**src/rtl/mdu_issue_ctrl.sv**
```systemverilog
// Issue/retire sequencer for the shared MulDivUnit: decodes MDU-class ops, drives the
// unit handshake, owns architectural HI/LO and raises the E-stage stall while busy.
module mdu_issue_ctrl #(
  parameter int CNT_W = 32
) (
  input  logic             clk,
  input  logic             reset,
  input  logic             op_valid,
  input  logic [3:0]       op_code,
  input  logic [31:0]      src_a,
  input  logic [31:0]      src_b,
  input  logic             req,
  output logic             stall,
  output logic [31:0]      rd_data,
  output logic [31:0]      mdu_src0,
  output logic [31:0]      mdu_src1,
  output logic [1:0]       mdu_op,
  output logic             mdu_sign,
  output logic             mdu_in_valid,
  input  logic             mdu_in_ready,
  input  logic             mdu_out_valid,
  output logic             mdu_out_ready,
  input  logic [31:0]      mdu_res0,
  input  logic [31:0]      mdu_res1,
  output logic [31:0]      hi,
  output logic [31:0]      lo,
  output logic [CNT_W-1:0] busy_cycles
);

  localparam logic [3:0] OP_MULT  = 4'd1;
  localparam logic [3:0] OP_MULTU = 4'd2;
  localparam logic [3:0] OP_DIV   = 4'd3;
  localparam logic [3:0] OP_DIVU  = 4'd4;
  localparam logic [3:0] OP_MTHI  = 4'd5;
  localparam logic [3:0] OP_MTLO  = 4'd6;
  localparam logic [3:0] OP_MFHI  = 4'd7;
  localparam logic [3:0] OP_MFLO  = 4'd8;

  localparam logic [1:0] MDU_IDLE = 2'b00;
  localparam logic [1:0] MDU_MUL  = 2'b01;
  localparam logic [1:0] MDU_DIV  = 2'b10;

  typedef enum logic [1:0] {
    S_IDLE,
    S_ISSUE,
    S_WAIT
  } state_t;

  state_t           state_q, state_d;
  logic [31:0]      hi_q, hi_d;
  logic [31:0]      lo_q, lo_d;
  logic [31:0]      src0_q, src0_d;
  logic [31:0]      src1_q, src1_d;
  logic [1:0]       op_q, op_d;
  logic             sign_q, sign_d;
  logic [CNT_W-1:0] cnt_q, cnt_d;

  logic is_idle;
  logic is_mdu_class;
  logic accept;

  assign is_idle      = (state_q == S_IDLE);
  assign is_mdu_class = (op_code >= OP_MULT) && (op_code <= OP_MFLO);
  // Stall never applies in IDLE, so the accepting cycle itself never stalls.
  assign stall        = !is_idle && op_valid && is_mdu_class;
  assign accept       = is_idle && op_valid && !req;

  always_comb begin
    state_d = state_q;
    hi_d    = hi_q;
    lo_d    = lo_q;
    src0_d  = src0_q;
    src1_d  = src1_q;
    op_d    = op_q;
    sign_d  = sign_q;
    cnt_d   = cnt_q;

    case (state_q)
      S_IDLE: begin
        if (accept) begin
          case (op_code)
            OP_MULT, OP_MULTU, OP_DIV, OP_DIVU: begin
              state_d = S_ISSUE;
              src0_d  = src_a;
              src1_d  = src_b;
              op_d    = (op_code == OP_MULT || op_code == OP_MULTU) ? MDU_MUL : MDU_DIV;
              sign_d  = (op_code == OP_MULT || op_code == OP_DIV);
            end
            OP_MTHI: hi_d = src_a;
            OP_MTLO: lo_d = src_a;
            default: ;
          endcase
        end
      end
      S_ISSUE: begin
        if (mdu_in_ready) state_d = S_WAIT;
      end
      S_WAIT: begin
        if (mdu_out_valid) begin
          hi_d    = mdu_res1;
          lo_d    = mdu_res0;
          op_d    = MDU_IDLE;
          state_d = S_IDLE;
        end
      end
      default: state_d = S_IDLE;
    endcase

    if (!is_idle && (cnt_q != {CNT_W{1'b1}})) cnt_d = cnt_q + CNT_W'(1);
  end

  always_ff @(posedge clk) begin
    if (reset) begin
      state_q <= S_IDLE;
      hi_q    <= '0;
      lo_q    <= '0;
      src0_q  <= '0;
      src1_q  <= '0;
      op_q    <= MDU_IDLE;
      sign_q  <= 1'b0;
      cnt_q   <= '0;
    end else begin
      state_q <= state_d;
      hi_q    <= hi_d;
      lo_q    <= lo_d;
      src0_q  <= src0_d;
      src1_q  <= src1_d;
      op_q    <= op_d;
      sign_q  <= sign_d;
      cnt_q   <= cnt_d;
    end
  end

  // Moves from HI/LO read the registered value, so an MT one cycle earlier is visible.
  always_comb begin
    rd_data = '0;
    if (op_valid && !req && !stall) begin
      if (op_code == OP_MFHI)      rd_data = hi_q;
      else if (op_code == OP_MFLO) rd_data = lo_q;
    end
  end

  assign mdu_src0      = src0_q;
  assign mdu_src1      = src1_q;
  assign mdu_op        = op_q;
  assign mdu_sign      = sign_q;
  assign mdu_in_valid  = (state_q == S_ISSUE);
  assign mdu_out_ready = (state_q == S_WAIT);
  assign hi            = hi_q;
  assign lo            = lo_q;
  assign busy_cycles   = cnt_q;

endmodule

```
**config.mk**
```make
export PLATFORM = sky130hd
export DESIGN_NAME = mdu_issue_ctrl
export DESIGN_NICKNAME = d
export VERILOG_FILES = /design/src/rtl/mdu_issue_ctrl.sv
export SDC_FILE = /design/constraint.sdc
export NUM_CORES = 1
export LEC_CHECK = 0
export CAP_MARGIN = 10
export CORE_ASPECT_RATIO = 0.6
export CORE_MARGIN = 2
export CORE_UTILIZATION = 25
export DETAILED_ROUTE_END_ITERATION = 8
export GPL_ROUTABILITY_DRIVEN = 1
export GPL_TIMING_DRIVEN = 1
export SLEW_MARGIN = 20
export SYNTH_ARGS = -nofsm -noshare
export SYNTH_HDL_FRONTEND = slang
export SYNTH_SLANG_ARGS = --single-unit
```
**constraint.sdc**
```tcl
create_clock -name clk -period 3.5 [get_ports clk]
set_input_delay 1.05 -clock clk [delete_from_list [all_inputs] [get_ports clk]]
set_output_delay 1.05 -clock clk [all_outputs]
set_load 0.05 [all_outputs]
```
==> flow_summary_export.csv <==
group,metric,value,unit
cts,cts_max_path_buffers,2,
timing,slew_viol_final,0,
global_route,grt_usage,20.12,%
pwr,power_leakage,3.959,nW
cts,cts_buffers,17,
job,drv_cap,0,
routing,final_antenna_net_count,0,
worst_setup_path,crit_top_cell,"buf_6",
synthesis,ys_ff_latch,165,
timing,setup_slack,-220.0,ps
worst_setup_path,crit_family,"simple AND/OR/NAND/NOR gates",
synthesis,ys_top_cells_by_area,"dfxtp_1 46%, a21oi_1 11%, nand2_1 7.8%, a211oi_1 6.7%, nor2_1 6.0%",
floorplanning,die_y,135.9,um
pwr,switching_share,27.51,%
timing,fmax,268.8,MHz
placed_design,routabilityCongestion,0.8956,
cts,htreeDepth,4,
routing,routedWlPerCell,19.22,um
global_route,grt_antenna_before_repair,4,
pwr,p_switching,1.234,mW
timing,grt_setup_unrepaired,"true",
pwr,powerDensity,366.2,nW/um^2
synthesis,synth_cells,924,
floorplanning,placementRows,48,
worst_setup_path,arrival,2670,ps
timing,setup_viol,32,
synthesis,async_flop_share,0,%
timing,hold_violations,0,
layout,multi_input_area,3910,um^2
global_route,met2_usage,27.40,%
layout,syn2layout_area_growth,69.14,%
timing,max_slew_margin,51.27,%
routing,via_per_inst,4.929,
timing,hold-worst-slack,453.4,ps
synthesis,synth_seq_area_share,45.60,%
floorplanning,start_util,25.29,%
synthesis,synth_edf_count,0,
run_status,violations,"setup timing",
run_status,status,"finished with violations",
routing,vias,8019,
synthesis,synth.cell_area,7244,um^2
pwr,p_comb_share,13.5,%
layout,fillers,2847,
synthesis,synthFlopType,"dfxtp_1",
layout,seq_area,3303,um^2
global_route,busiest_layer,"met1",
synthesis,yosysMostFrequentCell,"dfxtp_1",
worst_setup_path,crit_path_max_fanout,5,
synthesis,avgSynthCellArea,7.840,um^2
timing,worstMarginPinSlew,724.9,ps
layout,nets,1376,
synthesis,synth_top_area_share,45.60,%
global_route,use_met1,29.83,%
routing,first_pass_iters,5,
worst_setup_path,critPathSlowestCell,"or3b_4",
worst_setup_path,worst-path-buf-inv,4,
min_path,min_path_type,"flop to flop",
global_route,grt_max_degree,100,
pwr,p_int,3.253,mW
routing,totalWireLength,31.27,mm
global_route,first_global_vias,7066,
placed_design,io_buffers,335,
synthesis,yosys-top-cells-count,"165 x dfxtp_1, 152 x a21oi_1, 151 x nand2_1",
pwr,p_seq_share,43.1,%
floorplanning,die-width,223.8,um
worst_setup_path,cp.required,2450,ps
cts,insertion_delay,450,ps
floorplanning,core_region_area,28650,um^2
timing,fin_worst_skew,7.887,ps
cts,cts-hold-fix-buffers,0,
cts,tritoncts,"done",
worst_setup_path,path_cells,"buf_6, nor3_4, nor2_2, o211a_4, or3b_4, buf_4, buf_6, nor2_4, buf_6",
cts,cts.clk_slew.worst_paths,70,ps
cts,root_buffer,"clkbuf_16",
timing,finalCritPeriodShare,106.3,%
synthesis,ys_warn_count,0,
floorplanning,io_pins,336,
worst_setup_path,slowest_delay,460,ps
worst_setup_path,worstSetupPathType,"primary input to output pin",
global_route,overflow,0,
floorplanning,dieArea,30400,um^2
placed_design,dp_hpwl,23.43,mm
placed_design,place_ws,-677.5,ps
synthesis,yosysUniqueCellTypes,46,
global_route,grtUsageMet3,5.965,%
worst_setup_path,worstSetupStartpointType,"primary input",
pwr,ir_drop,0.2064,mV
layout,drive_gt1_share,12.65,%
timing,fin_crit,3720,ps
synthesis,syn_nets,1063,
synthesis,yosysTopAreaCell,"dfxtp_1",
pwr,p_clk_share,43.4,%
worst_setup_path,cp-end-kind,"output pin",
cts,cts_sinks,165,
routing,drt_iter0_drc,600,
routing,drc_errors,0,
global_route,grt_pass1_wl,45.41,mm
==> cell usage in the layout (no fill, tap or decap), drive strengths merged, types with 3 or more instances in the layout <==
master and instances:
clkinv 3, nor2b 38, nand4 11, buf 73, nand2 151, and4 3, nand3 10, and3 7
or4 8, or3 16, a211oi 66, inv 10, clkbuf 17, mux2 4, nor2 115, diode 3
xnor2 4, nor4 5, o21ai 16, dfxtp 165, nand2b 3, nor3 8, a22oi 33, and2 5
clkdlybuf4s50 295, a21oi 152, o21a 4, o31ai 4
==> cell type report <==
type                            count  share of cell area [%]
Antenna cell                        3                 0.06127
Clock buffer                       17                   3.472
Clock inverter                     14                   1.368
Inverter                            3                 0.09190
Multi-Input combinational cell    681                   31.91
Sequential cell                   165                   26.96
Tap cell                          375                   3.829
Timing Repair Buffer              369                   32.31
==> kinds of logic (layout without fill, tap and decap cells) <==
family | Yosys count | count (layout) | share of synthesized area [%]
fa+ha+maj | 1 | 1 | 0.1727
compound gates | 282 | 282 | 23.61
other cells | 0 | 3 | 0
mux | 6 | 6 | 0.8981
simple gates | 386 | 386 | 24.59
xor+xnor | 6 | 6 | 0.7254
buf+inv | 78 | 403 | 4.404
flops | 165 | 165 | 45.60
==> flip-flops by register name, summed over array words and instances (netlist names) <==
signal       count
mdu_op           2
state_q          2
mdu_sign         1
lo              32
mdu_src0        32
hi              32
busy_cycles     32
mdu_src1        32
==> repair_timing <==
item,CTS,global route
setup endpoints to repair,32,32
setup buffers,7,2
pin swaps,8,7
gates resized for setup,47,6
gates cloned,2,0
==> per-stage QoR <==
step / power (mW) / std cells / setup TNS [ps] / cell area, um^2 / util (%)
6_report: 4.487 / 1627 / -5862 / 12250 / 42.77
5_1_grt: 4.664 / 1626 / -7698 / 12250 / 42.76
4_1_cts: 4.542 / 1624 / -6577 / 12250 / 42.78
3_5_place_dp: 2.568 / 1585 / -20400 / 11470 / 40.04
3_3_place_gp: 2.564 / 1585 / -20300 / 11470 / 40.04
2_1_floorplan: 2.257 / 924 / -6837 / 7569 / -
==> power by group through the flow <==
stage / Sequential [mW] / Combinational, mW / Clock (mW)
2_1_floorplan: 2.08 / 0.177 / 0
3_3_place_gp: 1.97 / 0.590 / 0
3_5_place_dp: 1.98 / 0.593 / 0
4_1_cts: 1.93 / 0.610 / 2.00
5_1_grt: 1.94 / 0.643 / 2.09
6_report: 1.93 / 0.606 / 1.95
==> path summary, 6_finish.rpt <==
kind / from / end / slack [ps] / depth (start not counted)
worst max-delay path: op_code[1] / rd_data[0] / -220 / 9
worst min-delay path: mdu_src0[18] / mdu_src0[18] / 450 / 2
worst max register to register: busy_cycles[0] / busy_cycles[18] / 760 / 6
worst min register to register: mdu_src0[18] / mdu_src0[18] / 450 / 2
==> routing by layer <==
metal  part of all wire [%]  vias up  wire length, um
li1                       -     3884                -
met2                     41      294            12880
met4                    1.9        2              608
met3                    7.8       28             2432
met5                  0.042        -               13
met1                     49     3811            15330
==> worst register-to-register path, delay by kind of cell, from the launching register on <==
family / cells / cell delay (ps)
adder cells (fa/ha/maj): 1 / 290
multiplexers: 1 / 290
AO/OA/AOI/OAI: 1 / 560
flip-flops: 1 / 420
AND/OR/NAND/NOR: 3 / 1070
No activity file was read; power rests on OpenSTA's default activity.
